`src/rtl/clk_div_multi_pkg.sv`:
```
// Shared defaults and helpers for the multi-channel clock divider.
package clk_div_pkg;

    localparam int NCH_DEF  = 4;
    localparam int W_DEF    = 8;
    localparam int DIV_IDLE = 0;

    // Channel-select width; never narrower than one bit.
    function automatic int ch_w(input int n);
        return (n <= 1) ? 1 : $clog2(n);
    endfunction

endpackage

```
`src/rtl/clk_div_multi_if.sv`:
```
// Divisor configuration handshake: master writes, divider (slave) accepts.
interface clk_div_multi_if
    import clk_div_pkg::*;
#(
    parameter int NCH = NCH_DEF,
    parameter int W   = W_DEF
);

    logic                   cfg_valid;
    logic                   cfg_ready;
    logic [ch_w(NCH)-1:0]   cfg_ch;
    logic [W-1:0]           cfg_div;

    modport master (output cfg_valid, output cfg_ch, output cfg_div, input  cfg_ready);
    modport slave  (input  cfg_valid, input  cfg_ch, input  cfg_div, output cfg_ready);

endinterface

```
`src/rtl/clk_div_multi_ch.sv`:
```
// One divider channel: counter, pending-divisor slot, apply logic, output
// register and end-of-period tick. Define CLK_DIV_ODD50_EN to add a
// falling-edge register that stretches odd divisors to a 50% duty cycle.
module clk_div_ch
    import clk_div_pkg::*;
#(
    parameter int W = W_DEF
) (
    input  logic         clk,
    input  logic         rst,
    input  logic         wr_en,
    input  logic [W-1:0] wr_div,
    input  logic         sync,
    output logic         ready,
    output logic         clk_out,
    output logic         tick
);

    logic [W-1:0] div_q;
    logic [W-1:0] cnt_q;
    logic [W-1:0] pend_d;
    logic         pend_v;
    logic         hi_q;

    logic         idle;
    logic         at_end;
    logic         apply;
    logic [W-1:0] div_nxt;
    logic [W-1:0] cnt_nxt;

    // Period boundary detection; D-1 only matters once D is non-zero.
    always_comb begin
        idle   = (div_q == W'(DIV_IDLE));
        at_end = !idle && (cnt_q == div_q - W'(1));
        apply  = pend_v && (idle || at_end || sync);
    end

    // Next divisor and counter: apply first, then sync/wrap/idle force zero.
    always_comb begin
        // NOTE: every output of a combinational block gets a default first,
        // otherwise a missed branch infers a latch.
        div_nxt = div_q;
        cnt_nxt = cnt_q + W'(1);
        if (apply) begin
            div_nxt = pend_d;
            cnt_nxt = '0;
        end else if (sync || idle || at_end) begin
            cnt_nxt = '0;
        end
    end

    // Channel state; hi_q is registered so clk_out never glitches.
    always_ff @(posedge clk) begin
        // NOTE: state registers use non-blocking assignments so every
        // register samples the pre-edge values regardless of statement order.
        if (rst) begin
            div_q  <= '0;
            cnt_q  <= '0;
            pend_v <= 1'b0;
            hi_q   <= 1'b0;
        end else begin
            div_q <= div_nxt;
            cnt_q <= cnt_nxt;
            hi_q  <= (cnt_nxt < (div_nxt >> 1));
            // A write needs an empty slot and an apply needs a full one,
            // so the two never collide on the same edge.
            if (wr_en) begin
                pend_v <= 1'b1;
            end else if (apply) begin
                pend_v <= 1'b0;
            end
        end
    end

    // Pending divisor data; qualified by pend_v, so it carries no reset.
    always_ff @(posedge clk) begin
        // NOTE: data storage guarded by a valid flag is left unreset; only
        // the flag itself must come out of reset in a known state.
        if (wr_en) begin
            pend_d <= wr_div;
        end
    end

    assign ready = !pend_v;
    assign tick  = at_end;

`ifdef CLK_DIV_ODD50_EN
    logic neg_q;
    logic odd_wide;

    // Half-cycle delayed copy of hi_q used to stretch odd periods.
    always_ff @(negedge clk) begin
        if (rst) begin
            neg_q <= 1'b0;
        end else begin
            neg_q <= hi_q;
        end
    end

    // Only odd divisors of 3 and up get the extra half cycle.
    always_comb begin
        odd_wide = div_q[0] && (div_q >= W'(3));
        clk_out  = hi_q | (odd_wide & neg_q);
    end
`else
    assign clk_out = hi_q;
`endif

endmodule

```
`src/rtl/clk_div_multi.sv`:
```
// Multi-channel clock divider top: decodes the divisor write channel,
// broadcasts sync and instantiates NCH independent channels.
// Optional feature macro: CLK_DIV_ODD50_EN (50% duty for odd divisors).
module clk_div_multi
    import clk_div_pkg::*;
#(
    parameter int NCH = NCH_DEF,
    parameter int W   = W_DEF
) (
    input  logic                clk,
    input  logic                rst,
    clk_div_multi_if.slave      cfg,
    input  logic                sync,
    output logic [NCH-1:0]      clk_out,
    output logic [NCH-1:0]      tick
);

    localparam int CW = ch_w(NCH);

    logic [NCH-1:0] ready_vec;
    logic [NCH-1:0] wr_en;

    // Ready follows the addressed channel; out-of-range writes are dropped.
    always_comb begin
        cfg.cfg_ready = 1'b1;
        for (int i = 0; i < NCH; i++) begin
            if (cfg.cfg_ch == CW'(i)) begin
                cfg.cfg_ready = ready_vec[i];
            end
        end
    end

    // One-hot write strobe for the accepted channel.
    always_comb begin
        for (int i = 0; i < NCH; i++) begin
            wr_en[i] = cfg.cfg_valid && (cfg.cfg_ch == CW'(i)) && ready_vec[i];
        end
    end

    for (genvar g = 0; g < NCH; g++) begin : g_ch
        clk_div_ch #(.W(W)) u_ch (
            .clk     (clk),
            .rst     (rst),
            .wr_en   (wr_en[g]),
            .wr_div  (cfg.cfg_div),
            .sync    (sync),
            .ready   (ready_vec[g]),
            .clk_out (clk_out[g]),
            .tick    (tick[g])
        );
    end

endmodule

```
`src/flat_wrapper.sv`:
```
// flat-port wrapper written by rule: the top's interface ports become plain ports
module clk_div_multi_flat import clk_div_pkg::*;
#(
    parameter int NCH = NCH_DEF,
    parameter int W   = W_DEF
)
  (clk, rst, sync, clk_out, tick, cfg_cfg_valid, cfg_cfg_ch, cfg_cfg_div, cfg_cfg_ready);
  clk_div_multi_if #(.NCH(NCH), .W(W)) cfg_i ();
  input  logic clk;
  input  logic rst;
  input  logic sync;
  output logic [NCH-1:0] clk_out;
  output logic [NCH-1:0] tick;
  input wire logic [$bits(cfg_i.cfg_valid)-1:0] cfg_cfg_valid;
  input wire logic [$bits(cfg_i.cfg_ch)-1:0] cfg_cfg_ch;
  input wire logic [$bits(cfg_i.cfg_div)-1:0] cfg_cfg_div;
  output wire logic [$bits(cfg_i.cfg_ready)-1:0] cfg_cfg_ready;
  assign cfg_i.cfg_valid = cfg_cfg_valid;
  assign cfg_i.cfg_ch = cfg_cfg_ch;
  assign cfg_i.cfg_div = cfg_cfg_div;
  assign cfg_cfg_ready = cfg_i.cfg_ready;
  clk_div_multi #(.NCH(NCH), .W(W)) u_core (.clk(clk), .rst(rst), .cfg(cfg_i), .sync(sync), .clk_out(clk_out), .tick(tick));
endmodule
```
`config.mk`:
```
export PLATFORM = sky130hd
export DESIGN_NAME = clk_div_multi_flat
export DESIGN_NICKNAME = d
export VERILOG_FILES = /design/src/rtl/clk_div_multi_pkg.sv /design/src/rtl/clk_div_multi_if.sv /design/src/rtl/clk_div_multi_ch.sv /design/src/rtl/clk_div_multi.sv /design/src/flat_wrapper.sv
export SDC_FILE = /design/constraint.sdc
export NUM_CORES = 1
export LEC_CHECK = 0
export CAP_MARGIN = 20
export CORE_AREA = 2 2 127 129
export DETAILED_ROUTE_END_ITERATION = 16
export DIE_AREA = 0 0 129 131
export HOLD_SLACK_MARGIN = 0.05
export PLACE_DENSITY = 0.56
export SYNTH_ARGS = -nofsm -noshare
export SYNTH_HDL_FRONTEND = slang
export SYNTH_HIERARCHICAL = 1
export SYNTH_SLANG_ARGS = --single-unit
```
`constraint.sdc`:
```
create_clock -name clk -period 3.9 [get_ports clk]
set_input_delay 0.78 -clock clk [delete_from_list [all_inputs] [get_ports clk]]
set_output_delay 0.78 -clock clk [all_outputs]
set_load 0.03 [all_outputs]
```
==> qor.yml, run 1 <==
critical_path:
  crit_required_ns: 3.12
  critPathMaxFanout: 4
  cp-start-kind: "register"
  slowest_stage: "clkdlybuf4s50_1"
  crit_arrival_ns: 2.87
  worst-path-buf-inv: 2
  critical_path_class: "register to output pin"
  cp_cell_sequence: "inv_1 > ha_1 > nor3b_1 > nand2_1 > xnor2_1 > nand3_1 > nor4_4 > and2_2 > clkdlybuf4s50_1"
  endpoint_kind: "output pin"
  crit_family: "simple AND/OR/NAND/NOR gates"
  cpPeakStageDelay_ns: 0.66
timing:
  final-setup-viol-count: 0
  finClkSkew_ns: 0.00694
  fin_hold_ws_ns: 0.526
  rsz0062_at_grt: "no"
  slew-limit-headroom: 0.600
  fin_crit_sh: 0.936
  setup_slack_ns: 0.250
  fin_crit_ns: 3.65
  slew_violations: 0
  clock.fmax_mhz: 274
  finalSetupTns_ns: 0
  tightestPinTransition_ns: 0.599
  hold_viol: 0
global_route:
  grt_max_degree: 30
  overflow: 0
  grt_use_total: 0.171
  grt_pass1_vias: 4584
  antenna_found_initial: 0
  grt_pass1_wl_um: 22700
route:
  vias: 4607
  drcViolationCount: 0
  ant_nets: 0
  viasPerCell: 5.31
  wl_um: 13600
  first_iter_violations: 244
  avgRoutedWirePerCell_um: 15.7
  dr.pass1.iters: 5
cts:
  cts_buffers: 9
  cts_tree: "built"
  cts_sinks: 104
  clock_path_buffers: 2
  cts-htree-levels: 3
  root_buffer: "clkbuf_16"
  clk_latency_ns: 0.35
  clkTransAtPathRegs_ns: 0.07
placement:
  gp_congestion: 0.850
  portBuffers: 22
  dpl.hpwl_um: 10300
  placed_area_sq_um: 6470
  dpl_worst_slack_ns: 0.321
synthesis:
  async_flop_share: 0
  syn_area_sq_um: 6140
  syn_avg_cell_area_sq_um: 9.76
  syn_nets: 679
  synth_warnings: 6
  synth_ff_type: "dfxtp_1"
  ys_seq_area_frac: 0.391
  synth.ff_latch_count: 104
  synth_edf_count: 32
  synthCells: 629
  ys_types: 46
finish:
  drive_above_1_share: 0.0936
  final_core_util: 0.436
  fin_nets: 697
  diodes: 0
  stdcell_area_sq_um: 6800
  final_common_cell: "dfxtp_1"
  most-common-layout-cells: "dfxtp_1 (72), nand2_1 (52), nor3_1 (40), nor2_1 (40), mux2i_1 (40)"
  area_growth_pct: 10.8
die:
  core_area_sq_um: 15600
  num_io_pins: 23
  die_y_um: 131
  row_count: 46
  die_w_um: 129
  start_util: 0.394
  dieArea_sq_um: 16900
power_and_ir_drop:
  peakVddDrop_mv: 0.236
  p_leak_nw: 2.43
  power-per-cell-area_nw_per_um2: 351
run:
  cap_violations: 0
min_path:
  hold_class: "register to register"
outcome:
  status: "complete, no violations"
[report_power, final]
| group | internal, mW | switching (mW) | leakage (nW) |
|---|---|---|---|
| sequential | 1.14 | 0.0273 | 0.876 |
| combinational | 0.111 | 0.148 | 1.41 |
| clock | 0.560 | 0.399 | 0.148 |
| total | 1.81 | 0.574 | 2.43 |
[flip-flops by register name (all words and copies together) (netlist names)]
register,cells
u_core/g_ch.u_ch/clk_out,4
u_core/g_ch.u_ch/cnt_q,32
u_core/g_ch.u_ch/div_q,32
u_core/g_ch.u_ch/pend_d,32
u_core/g_ch.u_ch/pend_v,4
[cell families (layout without fill, tap and decap cells)]
family	count (synthesis)	count (layout)	synth area share
AND/OR/NAND/NOR	244	244	0.219
XOR/XNOR	56	56	0.0799
flip-flops	104	104	0.391
adder cells (fa/ha/maj)	36	36	0.0734
AO/OA/AOI/OAI	92	92	0.109
multiplexers	41	41	0.0689
buffers and inverters	56	79	0.0579
[cell usage after synthesis, drive strengths merged, types with 12 or more instances]
cell type  instances  share of area
mux2i             40          0.065
ha                36          0.073
inv               24          0.015
nor4              12          0.026
nand2b            16          0.016
dfxtp             72           0.23
edfxtp            32           0.16
nand3             28          0.023
xor2              24          0.034
xnor2             32          0.046
buf               20          0.036
nor3              40          0.033
nand2             52          0.032
nor2              40          0.024
and3              12          0.012
clkbuf            12         0.0073
a21oi             20          0.016
[what timing repair did]
| item | in CTS | in global routing |
|---|---|---|
| setup endpoints to repair | 0 | 3 |
| setup buffers | 0 | 2 |
| resized for setup | 0 | 1 |
| hold buffers | 0 | 0 |
[final timing paths]
kind,startpoint,end,slack (ns),cells after the start
min,u_core/g_ch[0].u_ch/pend_d[7],u_core/g_ch[0].u_ch/div_q[7],0.53,1
max,u_core/g_ch[1].u_ch/div_q[1],tick[1],0.25,9
min reg2reg,u_core/g_ch[0].u_ch/pend_d[7],u_core/g_ch[0].u_ch/div_q[7],0.53,1
max reg2reg,u_core/g_ch[1].u_ch/div_q[1],u_core/g_ch[1].u_ch/clk_out,0.39,17
[stage by stage]
stage	instances	total power [mW]
2_1_floorplan	629	1.38
3_3_place_gp	850	1.45
3_5_place_dp	850	1.45
4_1_cts	866	2.41
5_1_grt	868	2.49
6_report	868	2.39
[layer usage]
| metal | global-route usage | vias to the layer above | wire length (um) |
|---|---|---|---|
| li1 | - | 2287 | - |
| met4 | 0.0627 | 0 | 216 |
| met3 | 0.0277 | 15 | 370 |
| met5 | 0 | - | 0 |
| met1 | 0.224 | 2236 | 6590 |
| met2 | 0.286 | 69 | 6450 |
[final cells by class]
type                       count  area (sq um)
inverter                      24          90.1
multi-input combinational    469          3390
timing repair buffer          39           343
sequential                   104          2400
tap                          216           270
fill                        1497          8790
clock buffer                  10           229
clock inverter                 6          83.8
(Power assumes the default switching activity.)
==> run 2, diff against run 1 <==
--- a/config.mk
+++ b/config.mk
@@ -9,8 +9,7 @@
 export CORE_AREA = 2 2 127 129
 export DETAILED_ROUTE_END_ITERATION = 16
 export DIE_AREA = 0 0 129 131
-export HOLD_SLACK_MARGIN = 0.05
-export PLACE_DENSITY = 0.56
+export GPL_TIMING_DRIVEN = 0
 export SYNTH_ARGS = -nofsm -noshare
 export SYNTH_HDL_FRONTEND = slang
 export SYNTH_HIERARCHICAL = 1
==> run 2 against run 1 <==
  * Clock-buffer cell count shrank 1
  * Sequential share of layout area down 1.4 points
  * Highest routed layer unchanged
  * Clock power up 1%
==> qor.yml, run 2 (synthesis results as in run 1) <==
outcome:
  status: "complete, no violations"
placement:
  placed_area_sq_um: 6630
  dpl_worst_slack_ns: 0.107
  portBuffers: 22
  dpl.hpwl_um: 10600
  gp_congestion: 0.833
critical_path:
  endpoint_kind: "output pin"
  crit_family: "simple AND/OR/NAND/NOR gates"
  cpPeakStageDelay_ns: 0.66
  worst-path-buf-inv: 3
  cp_cell_sequence: "buf_6 > nor4_2 > nand3b_1 > a211oi_2 > nand3_1 > nor4_4 > buf_4 > and2_2 > clkdlybuf4s50_1"
  critical_path_class: "register to output pin"
  slowest_stage: "clkdlybuf4s50_1"
  cp-start-kind: "register"
  crit_required_ns: 3.12
  crit_arrival_ns: 2.96
  critPathMaxFanout: 9
finish:
  final_common_cell: "dfxtp_1"
  reg_top3: "u_core/g_ch.u_ch/cnt_q x32, u_core/g_ch.u_ch/div_q x32, u_core/g_ch.u_ch/pend_d x32"
  most-common-layout-cells: "dfxtp_1 (72), nand2_1 (52), nor3_1 (40), nor2_1 (40), mux2i_1 (38)"
  multi_input_comb_area_sq_um: 3450
  area_growth_pct: 15.3
  stdcell_area_sq_um: 7080
  drive_above_1_share: 0.126
  diodes: 0
  fillerInstances: 1481
  fin_nets: 720
  ff_latch_area_sq_um: 2400
cts:
  clk_latency_ns: 0.35
  clock_path_buffers: 2
  cts_buffers: 9
  cts_tree: "built"
  cts-htree-levels: 3
  clkTransAtPathRegs_ns: 0.07
  holdBufCountCts: 0
  cts_sinks: 104
  root_buffer: "clkbuf_16"
route:
  vias: 4757
  first_iter_violations: 233
  dr.pass1.iters: 4
  viasPerCell: 5.34
  ant_nets: 0
  wl_um: 14000
  drcViolationCount: 0
  avgRoutedWirePerCell_um: 15.7
timing:
  setup_slack_ns: 0.161
  slew_violations: 0
  fin_crit_ns: 3.74
  final-setup-viol-count: 0
  clock.fmax_mhz: 267
  fin_hold_ws_ns: 0.519
  rsz0062_at_grt: "yes"
  slew-limit-headroom: 0.323
  hold_viol: 0
  tightestPinTransition_ns: 1.01
  finalSetupTns_ns: 0
  finClkSkew_ns: 0.00265
  fin_crit_sh: 0.959
power_and_ir_drop:
  peakVddDrop_mv: 0.242
  p_total_mw: 2.42
  p_leak_nw: 2.54
  power-per-cell-area_nw_per_um2: 342
global_route:
  grt_max_degree: 21
  grt_use_total: 0.172
  overflow: 0
  grt_pass1_wl_um: 22800
  grt_pass1_vias: 4688
  antenna_found_initial: 0
die:
  num_io_pins: 23
  dieArea_sq_um: 16900
  die_y_um: 131
  row_count: 46
  die_w_um: 129
  core_area_sq_um: 15600
  start_util: 0.394
min_path:
  hold_class: "register to register"
run:
  cap_violations: 0
-- run 2: cell types whose count changed in the layout (fill, tap and decap cells not counted), moves of 3 or more --
cell,before,now
buf_4,17,12
buf_12,0,4
clkbuf_1,1,12
buf_2,1,4
buf_6,0,8
nor3b_1,3,0
-- run 2: repair_timing --
item                                   4_1_cts  5_1_grt
endpoints found under the hold margin        0        0
resized for setup                            0       16
buffers inserted                             0        8
setup endpoints to repair                    0        8
-- run 2: cell type report --
cell class                      instances  share of cell area
Buffer                                 32              0.0375
Clock buffer                            9              0.0318
Clock inverter                          7              0.0136
Inverter                               24              0.0127
Multi-Input combinational cell        469               0.487
Sequential cell                       104               0.339
Tap cell                              216              0.0382
Timing Repair Buffer                   30              0.0396
-- run 2: metal layers --
layer,vias up,global-route usage,wire length [um]
met5,-,0,0
met4,0,0.0601,260
met3,21,0.0281,378
met2,87,0.298,6800
met1,2316,0.218,6570
li1,2333,-,-
-- run 2: path summary, 6_finish.rpt --
| check | from | end | slack [ns] | cells past startpoint |
|---|---|---|---|---|
| setup / recovery | u_core/g_ch[2].u_ch/div_q[2] | tick[2] | 0.16 | 9 |
| hold / removal | u_core/g_ch[0].u_ch/div_q[6] | u_core/g_ch[0].u_ch/div_q[6] | 0.52 | 2 |
| setup reg to reg | u_core/g_ch[2].u_ch/div_q[2] | u_core/g_ch[2].u_ch/clk_out | 0.19 | 18 |
| hold reg to reg | u_core/g_ch[0].u_ch/div_q[6] | u_core/g_ch[0].u_ch/div_q[6] | 0.52 | 2 |
-- run 2: through the flow --
| step | cells | utilization |
|---|---|---|
| floorplan | 629 | - |
| global placement | 867 | 0.425 |
| detailed placement | 867 | 0.425 |
| CTS | 883 | 0.446 |
| global route | 891 | 0.454 |
| finish | 891 | 0.454 |
-- run 2: worst min-delay path: stages, from the launching register on --
cell	delay, ns
dfxtp_1	0.35
nand2_1	0.07
mux2i_1	0.05
-- run 2: power breakdown --
group          leakage [nW]  internal [mW]  total [mW]  switching [mW]
clock                 0.149          0.562       0.969           0.407
combinational          1.51          0.125       0.283           0.157
sequential            0.876           1.14        1.17          0.0251
